<file path="src/rtl/ms_pwm_deadtime.sv">
// Complementary half-bridge driver. Turns a single timer PWM into a
// high-side/low-side pair with independent rise/fall dead-times, a sticky
// fault shutdown and per-side output polarity.
module ms_pwm_deadtime #(
    parameter int DT_W = 8
) (
    input  logic            clk,
    input  logic            rst_n,
    input  logic            en,
    input  logic            pwm_in,
    input  logic [DT_W-1:0] dt_rise,
    input  logic [DT_W-1:0] dt_fall,
    input  logic            pol_h,
    input  logic            pol_l,
    input  logic            fault_in,
    input  logic            fault_clr,
    output logic            pwm_h,
    output logic            pwm_l,
    output logic            in_deadtime,
    output logic            fault_flag
);

    typedef enum logic [2:0] {
        IDLE    = 3'd0,
        DT_RISE = 3'd1,
        HIGH    = 3'd2,
        DT_FALL = 3'd3,
        LOW     = 3'd4,
        FAULT   = 3'd5
    } state_t;

    localparam logic [DT_W-1:0] CNT_ZERO = '0;
    localparam logic [DT_W-1:0] CNT_ONE  = {{(DT_W-1){1'b0}}, 1'b1};

    state_t          state;
    state_t          state_next;
    logic [DT_W-1:0] cnt;
    logic [DT_W-1:0] cnt_next;
    logic            raw_h;
    logic            raw_l;
    logic            flt_meta;
    logic            flt_s;

    // Two-flop synchroniser for the asynchronous fault pin.
    always_ff @(posedge clk or negedge rst_n) begin
        if (!rst_n) begin
            flt_meta <= 1'b0;
            flt_s    <= 1'b0;
        end else begin
            flt_meta <= fault_in;
            flt_s    <= flt_meta;
        end
    end

    // State, dead-time counter, and the raw drives decoded from the next state so they are glitch-free flops.
    always_ff @(posedge clk or negedge rst_n) begin
        if (!rst_n) begin
            state      <= IDLE;
            cnt        <= CNT_ZERO;
            raw_h      <= 1'b0;
            raw_l      <= 1'b0;
            fault_flag <= 1'b0;
        end else begin
            state      <= state_next;
            cnt        <= cnt_next;
            raw_h      <= (state_next == HIGH);
            raw_l      <= (state_next == LOW);
            fault_flag <= (state_next == FAULT);
        end
    end

    // Next-state and counter: fault beats disable, disable beats PWM edges.
    always_comb begin
        state_next = state;
        cnt_next   = cnt;
        if (flt_s) begin
            state_next = FAULT;
            cnt_next   = CNT_ZERO;
        end else if (state == FAULT) begin
            cnt_next = CNT_ZERO;
            if (fault_clr) begin
                state_next = IDLE;
            end
        end else if (!en) begin
            state_next = IDLE;
            cnt_next   = CNT_ZERO;
        end else begin
            unique case (state)
                IDLE: begin
                    if (pwm_in) begin
                        if (dt_rise == CNT_ZERO) begin
                            state_next = HIGH;
                            cnt_next   = CNT_ZERO;
                        end else begin
                            state_next = DT_RISE;
                            cnt_next   = dt_rise;
                        end
                    end else begin
                        if (dt_fall == CNT_ZERO) begin
                            state_next = LOW;
                            cnt_next   = CNT_ZERO;
                        end else begin
                            state_next = DT_FALL;
                            cnt_next   = dt_fall;
                        end
                    end
                end
                LOW: begin
                    if (pwm_in) begin
                        if (dt_rise == CNT_ZERO) begin
                            state_next = HIGH;
                        end else begin
                            state_next = DT_RISE;
                            cnt_next   = dt_rise - CNT_ONE;
                        end
                    end
                end
                HIGH: begin
                    if (!pwm_in) begin
                        if (dt_fall == CNT_ZERO) begin
                            state_next = LOW;
                        end else begin
                            state_next = DT_FALL;
                            cnt_next   = dt_fall - CNT_ONE;
                        end
                    end
                end
                DT_RISE: begin
                    if (!pwm_in) begin
                        state_next = LOW;
                        cnt_next   = CNT_ZERO;
                    end else if (cnt == CNT_ZERO) begin
                        state_next = HIGH;
                    end else begin
                        cnt_next = cnt - CNT_ONE;
                    end
                end
                DT_FALL: begin
                    if (pwm_in) begin
                        state_next = HIGH;
                        cnt_next   = CNT_ZERO;
                    end else if (cnt == CNT_ZERO) begin
                        state_next = LOW;
                    end else begin
                        cnt_next = cnt - CNT_ONE;
                    end
                end
                default: begin
                    state_next = IDLE;
                    cnt_next   = CNT_ZERO;
                end
            endcase
        end
    end

    assign pwm_h       = raw_h ^ pol_h;
    assign pwm_l       = raw_l ^ pol_l;
    assign in_deadtime = (state == DT_RISE) || (state == DT_FALL);

endmodule

</file>
<file path="config.mk">
export PLATFORM = sky130hd
export DESIGN_NAME = ms_pwm_deadtime
export DESIGN_NICKNAME = d
export VERILOG_FILES = /design/src/rtl/ms_pwm_deadtime.sv
export SDC_FILE = /design/constraint.sdc
export NUM_CORES = 1
export LEC_CHECK = 0
export CORE_MARGIN = 10
export CORE_UTILIZATION = 28
export DETAILED_ROUTE_END_ITERATION = 8
export GPL_TIMING_DRIVEN = 0
export PLACE_DENSITY = 0.58
export REMOVE_ABC_BUFFERS = 1
export SLEW_MARGIN = 10
export SYNTH_ARGS = -nofsm -noshare
export SYNTH_HDL_FRONTEND = slang
export SYNTH_SLANG_ARGS = --single-unit
</file>
<file path="constraint.sdc">
create_clock -name clk -period 3.9 [get_ports clk]
set_clock_uncertainty 0.05 [all_clocks]
set_input_delay 0.78 -clock clk [delete_from_list [all_inputs] [get_ports clk]]
set_output_delay 0.78 -clock clk [all_outputs]
set_load 0.01 [all_outputs]
</file>
# [Word level (Yosys, flattened, before mapping)]
# Cells that the tools add are included.
[totals] reg_bits=16 input_bits=24 out_inout_bits=4
[op_classes] addsub=3 eq_ne=12 mux=28 bitwise=2 n_reduce_logical=6
[op_table] cell="8-bit 2-to-1 mux" n=13
[op_table] cell="8-bit case mux with 5 select lines" n=1
[op_table] cell="3-bit 2-to-1 mux" n=12
[op_table] cell="8-bit logical NOT" n=3
[op_table] cell="8-bit by 1-bit subtractor with 8-bit output (second input constant)" n=3
[op_table] cell="5-bit inequality test (second input constant)" n=4
[op_table] cell="3-bit case mux with 5 select lines" n=1
[op_table] cell="3-bit == test (second input constant)" n=4
[op_table] cell="3-bit by 2-bit == test with 1-bit output (second input constant)" n=3
[op_table] cell="4-bit AND reduction" n=1
[op_table] cell="3-bit by 1-bit == test with 1-bit output (second input constant)" n=1
[op_table] cell="3-bit logical NOT" n=1
[op_table] cell="2-bit 2-to-1 mux" n=1
[op_table] cell="1-bit XOR" n=2
[op_table] cell="1-bit logical OR" n=1

# [Longest topological paths before layout]
# Gate-level depths: netlist of the first run.
[logic_depth] word_depth=8 depth_mapped=9 mapped_depth_nobuf=8

# [Least setup slack after synthesis of the first run]
# No wires, ideal clock.
[synth_path] path_kind="reg2reg" from="register state[0]" to="register cnt[6]" arrival_time_ps=2526 required_time_ps=3763 slack_ps=1237 stages_incl_launch_ff=10 path_buffers=1 path_cell_list="dfrtp_1 buf_4 nor3b_2 mux2i_1 ha_1 or3b_2 or4_1 nand3_1 o2111ai_1 o211ai_1"
[synth_between] elab_chain_len=5 elab_cells_between_ends=15 cone_classes="9 x eq/ne; 4 x mux; 2 x reduce/logical"
[synth_rtl] item="start: declaration" line_no="35" source="state_t state;"
[synth_rtl] item="start signal: assignment" line_no="64" source="state <= state_next;"
[synth_rtl] item="3-bit by 2-bit == test with 1-bit output, or another cell as far along" line_no="88" source="unique case (state)"
[synth_rtl] item="8-bit case mux with 5 select lines" line_no="88"
[synth_rtl] item="8-bit 2-to-1 mux" line_no="84" source="end else if (!en) begin"
[synth_rtl] item="8-bit 2-to-1 mux" line_no="79" source="end else if (state == FAULT) begin"
[synth_rtl] item="8-bit 2-to-1 mux" line_no="76" source="if (flt_s) begin"
[synth_rtl] item="end signal: assignment" line_no="65" source="cnt <= cnt_next;"
[synth_rtl] item="end: declaration" line_no="37" source="logic [DT_W-1:0] cnt;"
# Parallel ways exist; a longest one is shown, timed or not.
# A chain may end at the register's enable or synchronous reset.

# [Final worst setup path of the first run]
[layout_path] from="register state[1]" to="register cnt[6]"
# Same word-level chain as after synthesis.

==> results of run 1 <==
[per-layer routing]
layer | vias up | global-route usage | part of all wire | wire (microns)
met5 | - | 0 | 0 | 0
met4 | 0 | 0.0177 | 0.0043 | 19
met3 | 2 | 0.0248 | 0.050 | 222
met2 | 45 | 0.166 | 0.47 | 2070
met1 | 741 | 0.133 | 0.47 | 2090
li1 | 747 | - | - | -
[layout make-up]
class,count,area (sq um),share of cell area
clock buffer,4,55.1,0.0289
inverter,6,22.5,0.0118
multi-input combinational,152,1070,0.561
sequential,16,400,0.210
tap,70,87.6,0.0460
timing repair buffer,27,270,0.142
[power breakdown]
part	internal [mW]	switching (mW)	total, mW	leakage, nW
Sequential	0.174	0.0142	0.188	0.209
Combinational	0.0751	0.0832	0.158	0.484
Clock	0.0896	0.0594	0.149	0.0288
[cell usage in the layout, fill, tap and decap left out, drive strengths merged, types with 4 or more instances in the layout]
cell	Yosys	final
a21oi	6	6
and2	4	4
clkbuf	3	4
clkdlybuf4s50	0	27
dfrtp	16	16
inv	6	6
mux2i	8	8
nand2	18	18
nand3	8	8
nor2	12	12
nor2b	5	5
nor3	4	4
nor4	5	5
o2111ai	4	4
o21ai	5	5
or4	4	4
xor2	11	11
[flip-flops by register name, summed over array words and instances (netlist names)]
register    flops
cnt             8
fault_flag      1
flt_meta        1
flt_s           1
raw_h           1
raw_l           1
state           3
[critical path, stage by stage, from the launching register on]
cell and delay (ns):
sky130_fd_sc_hd__dfrtp_1 0.63, sky130_fd_sc_hd__nor3b_2 0.61, sky130_fd_sc_hd__mux2i_1 0.27, sky130_fd_sc_hd__ha_1 0.25, sky130_fd_sc_hd__or3b_2 0.50, sky130_fd_sc_hd__or4_1 0.41
sky130_fd_sc_hd__nand3_1 0.10, sky130_fd_sc_hd__o2111ai_1 0.14, sky130_fd_sc_hd__o211ai_1 0.13
[kinds of logic (layout without fill, tap and decap cells)]
family / count (synthesis) / count (layout) / share of synthesized area
and+or+nand+nor: 75 / 75 / 0.281
AOI/OAI and AO/OA: 53 / 53 / 0.265
DFF: 16 / 16 / 0.261
buffers and inverters: 13 / 37 / 0.0400
xor gates and xnor gates: 12 / 12 / 0.0686
muxes: 9 / 9 / 0.0596
adders and majority gates: 3 / 3 / 0.0245
[synth_stat cells, drive strengths merged, types with 2 or more instances]
| master | count | share of area |
|---|---|---|
| o21bai | 2 | 0.0098 |
| a211oi | 3 | 0.015 |
| a221oi | 2 | 0.011 |
| dfrtp | 16 | 0.26 |
| nor3b | 2 | 0.013 |
| xor2 | 11 | 0.063 |
| a22oi | 3 | 0.015 |
| o211ai | 3 | 0.018 |
| o21ai | 5 | 0.016 |
| nor4 | 5 | 0.029 |
| o2111ai | 4 | 0.023 |
| or2 | 2 | 0.0082 |
| inv | 6 | 0.015 |
| buf | 4 | 0.018 |
| a21oi | 6 | 0.020 |
| nand3 | 8 | 0.026 |
| a211o | 2 | 0.011 |
| mux2i | 8 | 0.052 |
| nor2b | 5 | 0.022 |
| o22ai | 3 | 0.016 |
| and2 | 4 | 0.016 |
| nor2 | 12 | 0.029 |
| ha | 3 | 0.025 |
| or4b | 2 | 0.013 |
| o31ai | 3 | 0.015 |
| a311oi | 3 | 0.017 |
| or3b | 2 | 0.011 |
| or3 | 3 | 0.012 |
| nor3 | 4 | 0.013 |
| nand2 | 18 | 0.044 |
| a31oi | 2 | 0.0082 |
| o2bb2ai | 2 | 0.011 |
| or4 | 4 | 0.020 |
| clkbuf | 3 | 0.0074 |
[path summary, 6_finish.rpt]
path                       cells after the start  slack, ns      to
hold / removal                                 0       0.30   flt_s
setup reg to reg                               8       0.74  cnt[6]
setup / recovery                               8       0.74  cnt[6]
hold reg to reg                                0       0.30   flt_s
min in group asynchronous                      1       0.89  cnt[0]
max in group asynchronous                      1       2.47  cnt[1]
[metrics by stage]
step,util,hold slack (ns),worst slack [ns]
floorplan,-,0.281,1.21
global placement,0.356,0.289,0.659
detailed placement,0.356,0.296,0.698
CTS,0.366,0.311,0.741
global route,0.366,0.316,0.537
finish,0.366,0.305,0.738
==> reports/summary.md, run 1 <==
The total clock buffers created by CTS came out at 3. Across the run, the number of max-cap violations was 0. Fraction of registers with async set or reset after synthesis: 1.00. In this run, post-CTS hold repair placed 0 buffers.

The detailed router placed 1,535 vias in this run. The run finished with clean final reports. Setup repair after global routing left no endpoint under its margin. The number of levels the H-tree was split into came out at 1.

The post-synthesis instance total was 181. Clock-pin slew was measured on the worst setup and hold paths at 0.07 ns. The startpoint identified for the worst register-to-register timing path is state[1]. The critical path starts at state[1]. The start point of the worst min-delay path is flt_meta. The total power after layout was 495 uW; the count of input and output buffers was 27.

Count of routing violations after the opening detailed-route iteration: 113. The tools report the total leakage power as 0.722 nW. The run gives 0.102 as the overall track demand over capacity in global routing. In this run, synthesis produced a sequential element count of 16. The final layout contains 233 nets. The area of the mapped netlist was 0.00153 sq mm; the setup fix buffers added after clock tree synthesis was 0. The data arrival time of the critical path was 3.29 ns; the number of global-route vias before repair was 1,502.

The worst setup path is captured at a register. The average routed wire per standard cell was 16.0 microns; the total core area was 0.00520 sq mm. The clock reaches the later pin of the worst-skew pair after 0.25 ns. Clock tree synthesis found a total of 16 sinks. The predominant post-synthesis flop cell is sky130_fd_sc_hd__dfrtp_1. After filler insertion, the fill cell instance count of the layout stands at 583.

Maximum resistive drop on vdd: 0.150 mV. Setup violations remaining at the end of the flow were counted as 0. The number of standard cells in the final layout excluding fillers is 275, and the final period utilization is 0.811.

The clock period could shrink to 3.16 ns. The count of nets left with antenna violations once routing finished came out at 0. The number of antenna diodes in the final layout is 0. The total power divided by cell area was 260 mW/mm^2; the maximum number of pins on one net before global-route repair was 19.

For the count of unique library cells instantiated by Yosys, the log shows 59. The run gives 0.316 GHz as the maximum clock frequency. In the routed layout, each cell is associated on average with a via count of 5.58. The worst slew margin relative to its limit is 0.480, and the total count of hold-check failures in the final report is 0. The routed wire length was 4400 microns. During synthesis, Yosys emitted a total of 0 warnings. From synthesis to final layout, the design area changed by 24.4%.

In this run, synthesis inferred 0 flip-flops with an integrated enable. 28 I/O pins were placed. The post-cts repair resize count is 0.

The number of antenna violations at the first check in global routing was 0; the count of final max-slew check failures was 0. Data on the critical path is required at its endpoint by 4.02 ns. Number of cells after detailed placement: 271.

At the pin with the least slew margin, the transition time is 0.778 ns. The maximum root-to-sink buffer count was 2. For this run the aggregate overflow at the end of global routing stands at 0.

The first global-routing pass estimated 7380 microns of wire. Summing all placed instances gives a cell area of 0.00185 sq mm. Along the worst path, the maximum fanout reaches 15. The site row count was 26; the part of the Yosys area used for sequential elements was 0.261. In the routed design, unresolved DRC markers number 0. The worst setup path is of the reg2reg kind. For this run, the detailed router's first-pass iteration total came to 4. Class of the tightest hold or removal check: reg2reg.

Setup total negative slack on the finished layout was measured at 0 ns. The per-instance average area after synthesis is 8.46 sq um. The height of the chip works out to 94.0 microns. At the end of routability-driven placement, the weighted congestion stood at 0.868. STA classifies the critical path startpoint as a register. TritonCTS built the clock tree. The floorplan step set the die width to 94.0 microns.

The logs give 3550 microns for the sum of net half-perimeters after detailed placement and 0.00883 sq mm for the die area. Once layout is done, the placed cells without fillers occupy 0.00191 sq mm. The run gives 0.294 as the starting density of the core. In this run the clock root is driven by a sky130_fd_sc_hd__clkbuf_8. The fraction of layout cells with a size suffix above 1 came out at 0.0878.
No activity file was read; power rests on OpenSTA's default activity.
==> inputs of run 2 (changes only) <==
- clock period: 3.9 -> 3.1 ns (I/O delays scaled with it)
==> run 2 against run 1 <==
Sequential share of layout area about the same. Register-to-register slack got worse by 0.53 ns. Total power increased by 26%. Count of clock-buffer cells in the layout unchanged. Cell count unchanged. Fmax increased by 9.3%. Worst hold slack about the same. Die area unchanged. Cell area increased by 0.39%. Utilization increased by 0.14 points. Largest power group unchanged. Highest routed layer unchanged.
==> reports/summary.md, run 2 (same netlist as run 1, synthesis figures left out) <==
The flow ran to the end, and the final reports show no timing, DRC or antenna violations. The final number of setup-violating endpoints came out at 0 (unchanged). Worst-path cell chain: nor3b_4 -> mux2i_1 -> ha_1 -> or3b_2 -> or4_1 -> nand3_1 -> o2111ai_1 -> o211ai_1 (was nor3b_2 -> mux2i_1 -> ha_1 -> or3b_2 -> or4_1 -> nand3_1 -> o2111ai_1 -> o211ai_1).

The count of input and output buffers is 27 (unchanged). Class of the tightest hold or removal check: reg2reg (unchanged). The average vias per placed instance works out to 5.57 (was 5.58). The cell family contributing the most delay on the critical path was simple AND/OR/NAND/NOR gates (unchanged). The minimum period implied by the final worst setup slack was 2.89 ns (was 3.16 ns).

The critical path endpoint category is a register (unchanged). The height of the chip was 94.0 microns (unchanged). Critical path class: reg2reg (unchanged).

The total power divided by cell area was 327 mW/mm^2 (was 260 mW/mm^2). The logs give 1,502 (unchanged) for the number of global-route vias before repair and 0.208 ns (was 0.738 ns) for the worst path setup slack after routing. The final weighted congestion in routability-driven placement was 0.868 (unchanged); the data required time at the worst endpoint was 3.22 ns (was 4.02 ns). The tools report the routed wire length as 4400 microns (about the same). The tools report the pre-CTS setup slack as -0.0476 ns (was 0.698 ns).

The logs give 0 ns (unchanged) for the setup TNS and 0.294 (unchanged) for the starting density of the core. Registers with the most flip-flops: cnt: 8 flops, state: 3 flops (unchanged). The run gives 0.728 nW (was 0.722 nW) as the total leakage power. The net switching component of the power is 199 uW (was 157 uW), and the final period utilization is 0.933 (was 0.811). The global-route wire length before repair was 7380 microns (unchanged); the total clock buffers created by CTS was 3 (unchanged). Largest stage delay on the critical path: 0.55 ns (was 0.63 ns). Count of boundary I/O pins: 28 (unchanged). The tools report the cell at the root of the clock tree as sky130_fd_sc_hd__clkbuf_8 (unchanged). Register bank with the most flops: cnt (unchanged). The fraction of layout cells with a size suffix above 1 was 0.0927 (was 0.0878); the site row count was 26 (unchanged). For the DRC violation count after routing, the log shows 0 (unchanged). The run gives 19 (unchanged) as the maximum number of pins on one net before global-route repair.

The logs give 0 (unchanged) for the setup fix buffers added after clock tree synthesis and 0.380 (was 0.379) for the share of power burned in registers. The run gives 0 (unchanged) as the number of routed nets with antenna violations. The maximum resistive drop on vdd was 0.188 mV (was 0.150 mV); the count of final max-slew check failures was 0 (unchanged). The fraction of power spent switching nets came out at 0.318 (was 0.317).

The total count of hold-check failures in the final report came out at 0 (unchanged). The count of nets after finishing is 233 (unchanged), and the slew of the pin with the lowest slew margin is 0.794 ns (was 0.778 ns). For the number of levels the H-tree was split into, the log shows 1 (unchanged). The number of standard cells in the final layout excluding fillers was 275 (unchanged); the average routed wire per standard cell was 16.0 microns (about the same).

The total number of vias is 1,532 (was 1,535). The run gives 0.00520 sq mm (unchanged) as the total core area. Die width: 94.0 microns (unchanged). Number of cells after detailed placement: 271 (unchanged). Top library cells by usage in the layout, fill and taps aside: sky130_fd_sc_hd__clkdlybuf4s50_1, sky130_fd_sc_hd__nand2_1, sky130_fd_sc_hd__dfrtp_1 (unchanged). The worst slew margin relative to its limit was 0.469 (was 0.480); the total power after layout was 625 uW (was 495 uW). For the sum of net half-perimeters after detailed placement, the log shows 3550 microns (unchanged).

The number of antenna violations at the first check in global routing is 0 (unchanged), and the cell-internal power is 426 uW (was 338 uW). The clock insertion delay at the later pin of the skew report is 0.25 ns (about the same). Leading cell type in the layout, fill and taps excluded: sky130_fd_sc_hd__clkdlybuf4s50_1 (unchanged). The combined buffer and inverter count along the critical path is 0 (unchanged). The logs give 16 (unchanged) for the total clock sinks and 2 (unchanged) for the maximum root-to-sink buffer count. The count of routing violations after the opening detailed-route iteration is 93 (was 113). Growth of design area from synthesis to finish: 24.9% (was 24.4%). For the maximum clock frequency, the log shows 0.346 GHz (was 0.316 GHz). The max capacitance violation total is 0 (unchanged).

For the hold slack, the log shows 0.304 ns (was 0.305 ns). Setup repair after global routing left no endpoint under its margin. The hold buffer count at CTS was 0 (unchanged). The detailed-routing iteration count for the pre-antenna-repair pass was 4 (unchanged).

The run gives 0.102 (unchanged) as the overall track demand over capacity in global routing. Slowest cell on the critical path: sky130_fd_sc_hd__dfrtp_1 (unchanged). TritonCTS built the clock tree. Kind of start point of the critical path: a register (unchanged).

The run gives 3.02 ns (was 3.29 ns) as the data arrival time of the critical path. The largest fanout on the critical path is 14 (was 15), and the clock power share is 0.300 (was 0.301). The number of flip-flops in the largest register is 8 (unchanged).

The global-route congestion overflow total is 0 (unchanged). The clock transition at the registers of the reported paths is 0.07 ns (about the same). The tools report the die area as 0.00883 sq mm (unchanged).

The antenna cell count was 0 (unchanged); the part of the power in combinational logic was 0.320 (about the same).
-- run 2: cell type report --
class / instances / area (sq um)
Sequential cell: 16 / 402
Multi-Input combinational cell: 152 / 1080
Tap cell: 70 / 87.6
Timing Repair Buffer: 27 / 270
Inverter: 6 / 22.5
Fill cell: 582 / 3290
Clock buffer: 4 / 55.1
-- run 2: metrics by stage --
step | utilization | instance area [sq um]
floorplan | - | 1490
global placement | 0.356 | 1850
detailed placement | 0.356 | 1850
CTS | 0.367 | 1910
global route | 0.368 | 1910
finish | 0.368 | 1910
-- run 2: worst reg2reg max path, cell delays in order (launching register included) --
cell	delay [ns]
sky130_fd_sc_hd__dfrtp_1	0.55
sky130_fd_sc_hd__nor3b_4	0.45
sky130_fd_sc_hd__mux2i_1	0.25
sky130_fd_sc_hd__ha_1	0.25
sky130_fd_sc_hd__or3b_2	0.50
sky130_fd_sc_hd__or4_1	0.40
sky130_fd_sc_hd__nand3_1	0.10
sky130_fd_sc_hd__o2111ai_1	0.14
sky130_fd_sc_hd__o211ai_1	0.12
-- run 2: final timing paths --
| kind | depth (start not counted) | slack, ns | from | endpoint |
|---|---|---|---|---|
| worst max register to register | 8 | 0.21 | state[0] | cnt[6] |
| max in group asynchronous | 1 | 1.79 | rst_n | state[1] |
| worst min register to register | 0 | 0.30 | flt_meta | flt_s |
| min in group asynchronous | 1 | 0.73 | rst_n | cnt[0] |
| worst max-delay path | 8 | 0.21 | state[0] | cnt[6] |
| worst min-delay path | 0 | 0.30 | flt_meta | flt_s |
-- run 2: repair_timing --
item	in CTS	in global routing
endpoints found under the setup margin	1	2
resized for setup	1	1
hold endpoints to repair	0	0
-- run 2: metal layers --
layer | up-vias | GRT usage | wire length [microns]
li1 | 751 | - | -
met1 | 733 | 0.133 | 2080
met2 | 46 | 0.166 | 2080
met3 | 2 | 0.0248 | 224
met4 | 0 | 0.0177 | 19
met5 | - | 0 | 0
-- run 2: power groups by stage --
stage | clock network (mW) | registers, mW | logic, mW
floorplan | 0 | 0.235 | 0.113
global placement | 0 | 0.240 | 0.199
detailed placement | 0 | 0.240 | 0.199
CTS | 0.194 | 0.237 | 0.200
global route | 0.206 | 0.239 | 0.223
finish | 0.187 | 0.238 | 0.200
==> inputs of run 3 (changes only) <==
- HOLD_SLACK_MARGIN: not set -> 0.06
==> results of run 3 <==
No change in the layout: final DEF, timing and power equal those of run 2.
